**src/rtl/clock_divider_bank.sv**
```systemverilog
// Bank of NUM_CH programmable dividers, each producing a 50% clkd and a 1-cycle tick.
// CTRL/DIV per channel plus a shared sticky STAT register on the word-addressed bus.

package clock_divider_bank_pkg;

    typedef struct packed {
        logic        ctrl_we;
        logic        div_we;
        logic [31:0] wdata;
    } ch_req_t;

    typedef struct packed {
        logic        en;
        logic        mode;
        logic [31:0] div;
        logic        tc;
    } ch_rsp_t;

endpackage

module clock_divider_ch
    import clock_divider_bank_pkg::*;
#(
    parameter logic [31:0] DEFAULT_DIV = 32'd24_999,
    parameter bit          RESET_EN    = 1'b0
) (
    input  logic    clk,
    input  logic    reset,
    input  ch_req_t req,
    output ch_rsp_t rsp,
    output logic    tick,
    output logic    clkd
);

    logic [31:0] ctr;
    logic [31:0] div;
    logic        en;
    logic        mode;
    logic        restart;
    logic        tc;
    logic        en_next;

    always_comb begin
        // DIV writes and EN 0->1 restart the count and suppress TC on that edge
        restart = req.div_we || (req.ctrl_we && req.wdata[0] && !en);
        tc      = en && (ctr >= div) && !restart;
        en_next = en;
        if (req.ctrl_we)
            en_next = req.wdata[0];
        else if (tc && mode)
            en_next = 1'b0;
    end

    always_ff @(posedge clk) begin
        if (reset) begin
            ctr  <= '0;
            div  <= DEFAULT_DIV;
            en   <= RESET_EN;
            mode <= 1'b0;
            tick <= 1'b0;
            clkd <= 1'b0;
        end else begin
            tick <= tc;
            en   <= en_next;
            if (tc)
                clkd <= ~clkd;
            if (req.ctrl_we)
                mode <= req.wdata[1];
            if (req.div_we)
                div <= req.wdata;
            if (restart || tc || !en_next)
                ctr <= '0;
            else
                ctr <= ctr + 32'd1;
        end
    end

    assign rsp = '{en: en, mode: mode, div: div, tc: tc};

endmodule

module clock_divider_bank
    import clock_divider_bank_pkg::*;
#(
    parameter int          NUM_CH      = 4,
    parameter logic [31:0] BASE_ADDR   = 32'hFF20,
    parameter logic [31:0] DEFAULT_DIV = 32'd24_999,
    parameter bit          RESET_EN0   = 1'b1
) (
    input  logic              clk,
    input  logic              reset,
    input  logic [31:0]       address,
    input  logic [31:0]       din,
    input  logic              writeEnable,
    output logic [31:0]       dout,
    output logic [NUM_CH-1:0] clkd,
    output logic [NUM_CH-1:0] tick
);

    localparam logic [31:0] STAT_OFF = 32'(2 * NUM_CH);

    // Addresses below BASE_ADDR wrap to a huge offset and decode as unmapped
    logic [31:0]       off;
    logic              stat_hit;
    logic [NUM_CH-1:0] tc_vec;
    logic [NUM_CH-1:0] stat;
    logic [NUM_CH-1:0] stat_clr;
    logic [31:0]       rdata;
    ch_req_t           req [NUM_CH];
    ch_rsp_t           rsp [NUM_CH];

    assign off      = address - BASE_ADDR;
    assign stat_hit = (off == STAT_OFF);
    assign stat_clr = (writeEnable && stat_hit) ? din[NUM_CH-1:0] : '0;

    for (genvar g = 0; g < NUM_CH; g++) begin : g_ch
        assign req[g].ctrl_we = writeEnable && (off == 32'(2 * g));
        assign req[g].div_we  = writeEnable && (off == 32'(2 * g + 1));
        assign req[g].wdata   = din;
        assign tc_vec[g]      = rsp[g].tc;

        clock_divider_ch #(
            .DEFAULT_DIV (DEFAULT_DIV),
            .RESET_EN    ((g == 0) ? RESET_EN0 : 1'b0)
        ) u_ch (
            .clk   (clk),
            .reset (reset),
            .req   (req[g]),
            .rsp   (rsp[g]),
            .tick  (tick[g]),
            .clkd  (clkd[g])
        );
    end

    always_comb begin
        rdata = '0;
        for (int i = 0; i < NUM_CH; i++) begin
            if (off == 32'(2 * i))
                rdata = {30'd0, rsp[i].mode, rsp[i].en};
            if (off == 32'(2 * i + 1))
                rdata = rsp[i].div;
        end
        if (stat_hit)
            rdata = 32'(stat);
    end

    always_ff @(posedge clk) begin
        if (reset) begin
            stat <= '0;
            dout <= '0;
        end else begin
            // set wins over a same-cycle write-1-to-clear
            stat <= (stat & ~stat_clr) | tc_vec;
            dout <= rdata;
        end
    end

endmodule

```
**config.mk**
```make
export PLATFORM = sky130hd
export DESIGN_NAME = clock_divider_bank
export DESIGN_NICKNAME = d
export VERILOG_FILES = /design/src/rtl/clock_divider_bank.sv
export SDC_FILE = /design/constraint.sdc
export NUM_CORES = 1
export LEC_CHECK = 0
export BUFFER_PORTS_ARGS = -buffer_cell sky130_fd_sc_hd__clkbuf_2
export CORE_ASPECT_RATIO = 0.8
export CORE_MARGIN = 5
export CORE_UTILIZATION = 45
export CTS_CLUSTER_DIAMETER = 120
export DETAILED_ROUTE_END_ITERATION = 16
export PLACE_DENSITY = 0.58
export SLEW_MARGIN = 25
export SYNTH_ARGS = -nofsm -noshare
export SYNTH_HDL_FRONTEND = slang
export SYNTH_SLANG_ARGS = --single-unit
```
**constraint.sdc**
```tcl
create_clock -name clk -period 9.99 [get_ports clk]
set_clock_uncertainty 0.1 [all_clocks]
set_input_delay 1.998 -clock clk [delete_from_list [all_inputs] [get_ports clk]]
set_output_delay 1.998 -clock clk [all_outputs]
set_load 0.02 [all_outputs]
```
==> Word-level counts from Yosys, hierarchy flattened <==
Cells that the tools add are included.
{ "word_totals": {"register_bits": 308, "inputBits": 67, "wordCells": 128, "output_inout_bits": 40} }
{ "classes": {"add_sub_neg": 5, "order_cmp": 4, "n_reduce_logical": 59, "bitwise_logic": 7, "mux": 18, "n_eq_ne": 8} }
{ "op_table": {"columns": ["cell", "count"], "rows": [
  ["$mux W32", 7],
  ["$add A32 B1 Y32 const B", 4],
  ["$eq A32 B3 Y1 const B", 4],
  ["$ge A32 B32 Y1", 4],
  ["$eq A32 B2 Y1 const B", 2],
  ["$eq A32 B1 Y1 const B", 1],
  ["$eq A32 B4 Y1 const B", 1],
  ["$logic_not A32 Y1", 1],
  ["$sub A32 B16 Y32 const B", 1],
  ["$logic_and A1 B1 Y1", 29],
  ["$logic_not A1 Y1", 12],
  ["$logic_or A1 B1 Y1", 12],
  ["$reduce_or A2 Y1", 5],
  ["$mux W1", 8],
  ["$mux W4", 2],
  ["$and A4 B4 Y4", 1],
  ["$not A1 Y1", 4],
  ["$not A4 Y4", 1],
  ["$or A4 B4 Y4", 1],
  ["$mux W2", 1]
]} }

==> Depth between registers and ports, before layout <==
Gate-level depths: netlist of the first run.
{ "logic_depth": {"ltp_word": 14, "depth_mapped": 13, "ltp_nobuf": 10} }

==> Hierarchy <==
From an unflattened synthesis of the first run, not the netlist that was laid out.
{ "hier_totals": {"hier_cells": 1884, "area_unflattened_um2": 16568.4} }
{ "by_module_without_submodules": {"columns": ["mod", "seq_area_each_um2", "cells_each", "area_each_um2", "instances"], "rows": [
  ["clock_divider_ch (g_ch[1].u_ch ...)", 1361.3, 402, 3525.9, 3],
  ["clock_divider_ch (g_ch[0].u_ch)", 1361.3, 394, 3498.4, 1],
  ["clock_divider_bank", 720.7, 284, 2492.4, 1]
]} }

==> Worst setup path before layout of the first run <==
No wires, ideal clock.
{ "synth_path": {"path_type": "input -> register", "startpoint": "input port address[17]", "endpoint": "register g_ch[1].u_ch.div[15]", "path_buffers": 3, "t_required_ns": 9.758, "t_arrival_ns": 4.712, "setup_slack_ns": 5.046, "setup_ns": 0.132, "path_stages": 11, "path_cell_list": "buf_2 -> nor4_4 -> nand3_1 -> o21bai_1 -> a2111o_1 -> or4_4 -> or4_1 -> buf_2 -> buf_2 -> nand2_1 -> a21oi_1"} }
{ "synth_via": {"elab_chain_len": 3} }
{ "synth_rtl": {"columns": ["item", "line_no", "text"], "rows": [
  ["start, declared", "92", "input logic [31:0] address,"],
  ["$sub A32 B16 Y32", "112", "assign off = address - BASE_ADDR;"],
  ["$eq A32 B2 Y1", "118", "assign req[g].div_we = writeEnable && (off == 32'(2 * g + 1));"],
  ["$logic_and A1 B1 Y1", "118", null],
  ["end signal, assigned", "70", "div <= req.wdata;"],
  ["end, declared", "36", "logic [31:0] div;"]
]} }
Every way passes these cells.
A chain may end at the register's enable or synchronous reset.

==> Worst setup path in the final report of the first run <==
{ "layout_path": {"startpoint": "input port address[5]", "endpoint": "register g_ch[3].u_ch.div[12]"} }
{ "layout_via": {"elab_chain_len": 3} }
{ "layout_rtl": {"columns": ["item", "line_no"], "rows": [
  ["$sub A32 B16 Y32", "112"],
  ["$eq A32 B3 Y1", "118"],
  ["$logic_and A1 B1 Y1", "118"],
  ["end signal, assigned", "70"],
  ["end, declared", "36"]
]} }
Every way passes these cells.

==> metrics.txt, run 1 <==
detailed-placement wirelength estimate=37.4 mm; number of buffers inserted for hold repair after clock tree synthesis=0; sum of routed wire segments on met1=25.1 mm; number of synthesized register bits=308; required time of the worst setup path=10.27 ns; share of cells above drive strength 1=0.0985; most numerous cell in the Yosys netlist=sky130_fd_sc_hd__dfxtp_1; DRC=0; r2r setup slk=6.35 ns; Hold/Removal Path Class=reg -> reg; number of synthesized flops with an enable pin=0; area fraction of the dominant cell type after synthesis=0.376; critical path peak fanout=30; per-cell routed wire length=20.0 µm; Max-slew headroom=0.206; Placed Instance Area=17300 µm²; effective utilization at floorplan=0.456; critical path start-end classification=in -> reg; arrival time at the worst endpoint=5.75 ns; met3 layer wire length in the routed design=4.19 mm; sum of internal, switching and leakage power=2.57 mW; aggregate global-route resource usage=0.247; cell type contributing the most total cell area after synthesis=sky130_fd_sc_hd__dfxtp_1; multi-input gate area in the final layout=9220 µm²; post-route non-filler standard cell count=2571; Top Ports=107; peak clock frequency supported by timing=183 MHz; # setup viols final=0; leakage power of the design=7.16 nW; number of diodes added for antenna fixing=0; # rows=62; final std cell area, no fill=18400 µm²; highest routed layer=met4; final antenna-violating net count=0; Die Y=181 µm; cell at the root of the clock tree=sky130_fd_sc_hd__clkbuf_16; tightest hold margin=0.364 ns; Switching Share=0.227; buffer count from post-CTS setup fixing=0; Critical Path Start Type=input pin; Max clock buf depth=3; final critical-path required period=5.47 ns; average via count per standard cell=5.66; detailed-route wire length=51.3 mm; min-delay src=g_ch[0].u_ch.div[3]$_SDFFE_PP0P_; worst flop-to-flop path startpoint=g_ch[2].u_ch.div[9]$_SDFFE_PP0P_; worst IR drop on VDD=0.000111 V; clock tree from TritonCTS=built; clock power share=0.489; worst r2r dst=g_ch[2].u_ch.ctr[10]$_SDFF_PP0_; unrepaired setup endpoints after global routing=no; clock-pin slew reported for the worst setup and hold paths after clock tree synthesis=0.06 ns; Setup TNS Final=0 ns; final period utilization=0.548; storage element area=6170 µm²; leading post-synthesis cells by cell area=sky130_fd_sc_hd__dfxtp_1 38%, sky130_fd_sc_hd__ha_1 10%, sky130_fd_sc_hd__nand2_1 6.0%, sky130_fd_sc_hd__nor2_1 4.9%, sky130_fd_sc_hd__nand3_1 4.2%; synth-to-layout area growth=11.9%; ranking of synthesized cells by instance count=308 x sky130_fd_sc_hd__dfxtp_1, 261 x sky130_fd_sc_hd__nand2_1, 213 x sky130_fd_sc_hd__nor2_1; via count of the first global-routing pass=13589; post-synthesis average cell area=8.20 µm²; number of gates resized after CTS=0; switching power of the nets=0.584 mW; global route overflow=0; Yosys cell types=68; die outline area=40400 µm²; number of levels the H-tree was split into=2; initial antenna violation count=0; area inside the core boundary=35900 µm²; total of fill cells in the finished design=3483; share of power burned in registers=0.479; syn nets=2199; Slew Limit Fails=0; post-synthesis async set-or-reset flop share=0; vias=14559; logic depth of the worst register-to-register path=11; endpoint kind of the worst setup timing path=register; first-pass GRT wire length=79.7 mm; count of nets after finishing=2268; number of DRC markers in iteration 0=1250; run status=finished, final reports clean; max cap viols=0; clock buffer count from CTS=34; cell internal pwr=1.99 mW; proportion of power drawn by combinational gates=0.032; warnings from Yosys=0; Cells after Synth=1999; met2 routed wirelength=20.8 mm; drt first pass iters=5; predominant post-synthesis flop cell=sky130_fd_sc_hd__dfxtp_1; ratio of total power to cell area=140 nW/µm²; Worst Hold Path Cells=2; clk sinks=308; Post-Syn Area=16400 µm²; width of the die=223 µm; slew at the pin closest to its max-slew limit=1.16 ns; number of buffers inserted by port buffering=106; Post-Place Cells=2512; sequential element share of the synthesized area=0.376; global placer's final weighted congestion=0.911; count of endpoints failing hold in the final timing report=0; largest net degree at the start of global routing=71; clock network latency to the later pin of the worst-skew pair=0.54 ns; endpoint with the worst hold slack=g_ch[0].u_ch.div[3]$_SDFFE_PP0P_
-- stage by stage --
step	worst slack, ns	util
global route	4.14	0.511
global placement	4.03	0.481
detailed placement	4.01	0.481
finish	4.52	0.511
CTS	4.55	0.511
floorplan	5.05	-
-- sequential cells by signal, summed over array words and instances (netlist names) --
| register | cells |
|---|---|
| g_ch.u_ch.mode | 4 |
| dout | 32 |
| g_ch.u_ch.clkd | 4 |
| stat | 4 |
| g_ch.u_ch.div | 128 |
| g_ch.u_ch.ctr | 128 |
| g_ch.u_ch.en | 4 |
| g_ch.u_ch.tick | 4 |
-- power by group through the flow --
stage / clock (mW) / sequential [mW] / combinational [mW]
floorplan: 0 / 1.26 / 0.0394
global placement: 0 / 1.26 / 0.0816
detailed placement: 0 / 1.26 / 0.0811
CTS: 1.28 / 1.23 / 0.0815
global route: 1.33 / 1.23 / 0.0892
finish: 1.26 / 1.23 / 0.0833
-- critical path, stage by stage --
cell                       delay, ns
sky130_fd_sc_hd__clkbuf_2       0.12
sky130_fd_sc_hd__inv_1          0.05
sky130_fd_sc_hd__ha_1           0.24
sky130_fd_sc_hd__nor2b_1        0.21
sky130_fd_sc_hd__nor4_4         0.37
sky130_fd_sc_hd__o311ai_1       0.14
sky130_fd_sc_hd__a2111o_1       0.38
sky130_fd_sc_hd__or4_4          0.69
sky130_fd_sc_hd__nor3_4         0.69
sky130_fd_sc_hd__buf_4          0.54
sky130_fd_sc_hd__mux2i_1        0.24
sky130_fd_sc_hd__nor2_1         0.06
-- cell usage in the layout, fill, tap and decap left out, types with 22 or more instances in the layout --
cell type / n
sky130_fd_sc_hd__a21o_1: 40
sky130_fd_sc_hd__a21oi_1: 108
sky130_fd_sc_hd__a22oi_1: 30
sky130_fd_sc_hd__a31oi_1: 34
sky130_fd_sc_hd__and3_1: 32
sky130_fd_sc_hd__buf_4: 22
sky130_fd_sc_hd__clkbuf_16: 35
sky130_fd_sc_hd__clkbuf_2: 105
sky130_fd_sc_hd__dfxtp_1: 308
sky130_fd_sc_hd__ha_1: 133
sky130_fd_sc_hd__inv_1: 157
sky130_fd_sc_hd__mux2i_1: 30
sky130_fd_sc_hd__nand2_1: 261
sky130_fd_sc_hd__nand3_1: 136
sky130_fd_sc_hd__nand4_1: 42
sky130_fd_sc_hd__nor2_1: 212
sky130_fd_sc_hd__nor3_1: 28
sky130_fd_sc_hd__o211ai_1: 33
sky130_fd_sc_hd__o21ai_0: 24
sky130_fd_sc_hd__xnor2_1: 52
sky130_fd_sc_hd__xor2_1: 72
-- worst max path at each step --
stage / slack, ns / endpoint / from / cells after the start
finish: 4.52 / g_ch[3].u_ch.div[12]$_SDFFE_PP0P_ / address[5] / 12
global route: 4.14 / g_ch[3].u_ch.div[18]$_SDFFE_PP0P_ / address[5] / 12
CTS: 4.55 / g_ch[3].u_ch.div[19]$_SDFFE_PP0P_ / address[5] / 12
detailed placement: 4.01 / g_ch[3].u_ch.div[20]$_SDFFE_PP0P_ / address[5] / 12
global placement: 4.03 / g_ch[3].u_ch.div[21]$_SDFFE_PP0P_ / address[5] / 12
floorplan: 5.05 / g_ch[1].u_ch.div[15]$_SDFFE_PP0P_ / address[17] / 11
-- routing by layer --
metal | up-vias | global-route usage
met5 | - | 0
met4 | 0 | 0.0593
met3 | 70 | 0.0553
met2 | 511 | 0.353
met1 | 6919 | 0.375
li1 | 7059 | -
-- layout make-up --
class                           instances  area share
Multi-Input combinational cell       1439       0.502
Sequential cell                       308       0.336
Clock buffer                           49      0.0533
Timing Repair Buffer                  127      0.0376
Tap cell                              480      0.0327
Inverter                              158      0.0323
Clock inverter                         10     0.00566
-- cells by family (layout without fill, tap and decap cells) --
logic type / after synthesis / in the layout / share of synthesized area
flops: 308 / 308 / 0.376
buf+inv: 252 / 344 / 0.0652
xor+xnor: 124 / 124 / 0.0662
mux: 35 / 35 / 0.0224
fa+ha+maj: 133 / 133 / 0.101
simple gates: 810 / 810 / 0.233
compound gates: 337 / 337 / 0.135
Note: power is estimated with default switching activity, not from simulation.
==> inputs of run 2 (changes only) <==
--- a/config.mk
+++ b/config.mk
@@ -5,13 +5,14 @@
 export SDC_FILE = /design/constraint.sdc
 export NUM_CORES = 1
 export LEC_CHECK = 0
+export ABC_AREA = 1
 export BUFFER_PORTS_ARGS = -buffer_cell sky130_fd_sc_hd__clkbuf_2
 export CORE_ASPECT_RATIO = 0.8
 export CORE_MARGIN = 5
 export CORE_UTILIZATION = 45
 export CTS_CLUSTER_DIAMETER = 120
 export DETAILED_ROUTE_END_ITERATION = 16
-export PLACE_DENSITY = 0.58
+export PLACE_DENSITY = 0.6
 export SLEW_MARGIN = 25
 export SYNTH_ARGS = -nofsm -noshare
 export SYNTH_HDL_FRONTEND = slang
==> constraint.sdc (replaced) <==
create_clock -name clk -period 4.7 [get_ports clk]
set_clock_uncertainty 0.1 [all_clocks]
set_input_delay 0.94 -clock clk [delete_from_list [all_inputs] [get_ports clk]]
set_output_delay 0.94 -clock clk [all_outputs]
set_load 0.02 [all_outputs]
==> metrics.txt, run 2 <==
number of diodes added for antenna fixing=0 (unchanged); commonest non-fill, non-tap cell in the layout=sky130_fd_sc_hd__inv_1; cells along the critical path=clkbuf_2, inv_1, ha_1, nand2_1, nand2_2, nor2_1, nand3_1, nand3_1, nand2_1, nor2_1, nand2_1, nor2_2, and2_1, nand3_1, nor2_1, nand2_1, nand2_1, a21oi_1, nand3_4, buf_4, nor2_1; logic depth of the worst register-to-register path=16 (+5); run status=finished, final reports clean; sum of internal, switching and leakage power=5.67 mW (+120%); number of levels the H-tree was split into=2 (unchanged); Worst Hold Path Cells=1 (-1); endpoint kind of the worst setup timing path=register; required time of the worst setup path=4.99 ns (-5.28 ns); Setup TNS Final=0 ns (unchanged); drt first pass iters=6 (+1); tightest hold margin=0.357 ns (-0.00684 ns); predominant post-synthesis flop cell=sky130_fd_sc_hd__dfxtp_1; post-synthesis async set-or-reset flop share=0 (unchanged); effective utilization at floorplan=0.455 (-0.00131); worst IR drop on VDD=0.000200 V (+81%); Critical Path Start Type=input pin; detailed-route wire length=50.4 mm (-1.8%); Layout Utilization=0.510 (-0.000738); critical path peak fanout=32 (+6.7%); Top Ports=107 (unchanged); most numerous cell in the Yosys netlist=sky130_fd_sc_hd__inv_1; warnings from Yosys=0 (unchanged); number of DRC markers in iteration 0=1306 (+4.5%); cell type contributing the most total cell area after synthesis=sky130_fd_sc_hd__dfxtp_1; peak clock frequency supported by timing=255 MHz; number of synthesized register bits=308 (unchanged); leading post-synthesis cells by cell area=sky130_fd_sc_hd__dfxtp_1 35%, sky130_fd_sc_hd__ha_1 9.6%, sky130_fd_sc_hd__inv_1 8.8%, sky130_fd_sc_hd__a21oi_1 6.8%, sky130_fd_sc_hd__nand2_1 6.8%; slowest CP cell=sky130_fd_sc_hd__buf_4; proportion of power drawn by combinational gates=0.035 (+0.003); via count of the first global-routing pass=14876 (+9.5%); Max clock buf depth=3 (unchanged); Switching Share=0.221 (-0.00609); vias=15583 (+7.0%); clock power share=0.503 (+0.014); number of gates resized after CTS=0 (unchanged); final critical-path required period=3.93 ns; top library cells by usage in the layout, fill and taps aside=409 x sky130_fd_sc_hd__inv_1, 316 x sky130_fd_sc_hd__nand2_1, 308 x sky130_fd_sc_hd__dfxtp_1, 238 x sky130_fd_sc_hd__a21oi_1, 184 x sky130_fd_sc_hd__o21ai_0; post-synthesis average cell area=7.30 µm² (-11%); Placed Instance Area=18300 µm² (+6.2%); Critical Path Most Common Cell=sky130_fd_sc_hd__nand2_1; clk sinks=308 (unchanged); area fraction of the dominant cell type after synthesis=0.354 (-0.0222); max cap viols=0 (unchanged); buffer count from post-CTS setup fixing=0 (unchanged); global route overflow=0 (unchanged); detailed-placement wirelength estimate=38.9 mm (+4.0%); switching power of the nets=1.25 mW (+110%); cell internal pwr=4.41 mW (+120%); final std cell area, no fill=19500 µm² (+6.4%); clock tree from TritonCTS=built; leakage power of the design=8.37 nW (+17%); final period utilization=0.835; number of buffers inserted for hold repair after clock tree synthesis=0 (unchanged); Max-slew headroom=0.350 (+0.144); synth-to-layout area growth=12.1%; top flop regs=g_ch.u_ch.ctr (128), g_ch.u_ch.div (128), dout (32); Post-Place Cells=2925 (+16%); largest stage delay on the critical path=0.48 ns (-0.21 ns); Yosys cell types=46 (-32%); clock-pin slew reported for the worst setup and hold paths after clock tree synthesis=0.05 ns (about the same); unrepaired setup endpoints after global routing=no; count of endpoints failing hold in the final timing report=0 (unchanged); count of nets after finishing=2667 (+18%); pre-CTS setup slack=0.368 ns (-3.65 ns); syn nets=2587 (+18%); total of fill cells in the finished design=3755 (+7.8%); Cells after Synth=2387 (+19%); post-route non-filler standard cell count=2987 (+16%); # rows=64 (+3.2%); width of the die=230 µm (+2.9%); share of power burned in registers=0.462 (-0.017); sequential element share of the synthesized area=0.354 (-0.0222); area inside the core boundary=38300 µm² (+6.6%); Worst Setup Slack, final=0.775 ns (-3.74 ns); DRC=0 (unchanged); clock network latency to the later pin of the worst-skew pair=0.53 ns (about the same); number of buffers inserted by port buffering=106 (unchanged); average via count per standard cell=5.22 (-7.9%); cell at the root of the clock tree=sky130_fd_sc_hd__clkbuf_16; final antenna-violating net count=0 (unchanged); global placer's final weighted congestion=0.909 (-0.16%); per-cell routed wire length=16.9 µm (-15%); die outline area=42800 µm² (+5.9%); share of cells above drive strength 1=0.118 (+0.0191); Die Y=186 µm (+2.9%); ratio of total power to cell area=290 nW/µm² (+110%); Post-Syn Area=17400 µm² (+6.3%); critical path start-end classification=in -> reg; ranking of synthesized cells by instance count=410 x sky130_fd_sc_hd__inv_1, 316 x sky130_fd_sc_hd__nand2_1, 308 x sky130_fd_sc_hd__dfxtp_1; aggregate global-route resource usage=0.233 (-0.0139); slew at the pin closest to its max-slew limit=0.974 ns (-0.187 ns); Slew Limit Fails=0 (unchanged); initial antenna violation count=0 (unchanged); Hold/Removal Path Class=reg -> reg; largest net degree at the start of global routing=101 (+42%); first-pass GRT wire length=80.2 mm (+0.67%); # setup viols final=0 (unchanged); number of synthesized flops with an enable pin=0 (unchanged); arrival time at the worst endpoint=4.21 ns (-1.54 ns); clock buffer count from CTS=35 (+2.9%)
==> run 2: cell types whose count changed in the layout (fill, tap and decap cells not counted), moves of 24 or more <==
cell                      change
sky130_fd_sc_hd__and3_1      -24
sky130_fd_sc_hd__a21oi_1    +130
sky130_fd_sc_hd__a31oi_1     -32
sky130_fd_sc_hd__a22oi_1     -30
sky130_fd_sc_hd__nand3_1     -25
sky130_fd_sc_hd__mux2i_1     -30
sky130_fd_sc_hd__nor2_1      -35
sky130_fd_sc_hd__o22ai_1     +29
sky130_fd_sc_hd__a21o_1      -40
sky130_fd_sc_hd__o21ai_0    +160
sky130_fd_sc_hd__inv_1      +252
sky130_fd_sc_hd__nor2_2      +60
sky130_fd_sc_hd__nor3_1      +31
sky130_fd_sc_hd__nand2_1     +55
==> run 2: per-layer routing <==
layer,track usage,routed length (µm),part of all wire,up-vias
met5,0,0,0,-
met2,0.362,21400,0.43,400
met3,0.0342,2850,0.057,75
li1,-,-,-,7912
met1,0.341,25000,0.50,7196
met4,0.0588,1090,0.022,0
==> run 2: path summary, 6_finish.rpt <==
path / endpoint / slack (ns) / start
worst max-delay path: g_ch[3].u_ch.ctr[31]$_SDFF_PP0_ / 0.77 / address[5]
worst min-delay path: g_ch[1].u_ch.ctr[0]$_SDFF_PP0_ / 0.36 / g_ch[1].u_ch.ctr[0]$_SDFF_PP0_
worst max register to register: g_ch[3].u_ch.ctr[26]$_SDFF_PP0_ / 1.27 / g_ch[3].u_ch.ctr[0]$_SDFF_PP0_
worst min register to register: g_ch[1].u_ch.ctr[0]$_SDFF_PP0_ / 0.36 / g_ch[1].u_ch.ctr[0]$_SDFF_PP0_
==> run 2: power by group through the flow <==
stage                     combinational (mW)  clock, mW  sequential, mW
after global routing                   0.221       3.02            2.61
after global placement                 0.198          0            2.67
after detailed placement               0.196          0            2.67
after CTS                              0.197       2.90            2.61
after floorplan                        0.109          0            2.67
final                                  0.200       2.85            2.61
==> run 2: cells by family after synthesis <==
logic type	count (synthesis)	synth area share
xor+xnor	117	0.0588
fa+ha+maj	133	0.0955
buf+inv	502	0.116
flops	308	0.354
compound gates	484	0.146
simple gates	843	0.230
==> run 2: final cells by class <==
type                       instances  area [µm²]  area share
timing repair buffer             127         738      0.0378
inverter                         418        1570      0.0804
multi-input combinational       1577        9250       0.474
sequential                       308        6170       0.316
clock buffer                      52        1030      0.0529
clock inverter                    10         154     0.00788
tap                              495         619      0.0317
==> run 2: worst max-delay path: cells and delay by family <==
kind / cells / cell delay, ns
buffers and inverters: 3 / 0.63
adders and majority gates: 1 / 0.22
and+or+nand+nor: 16 / 2.29
AOI/OAI and AO/OA: 1 / 0.07
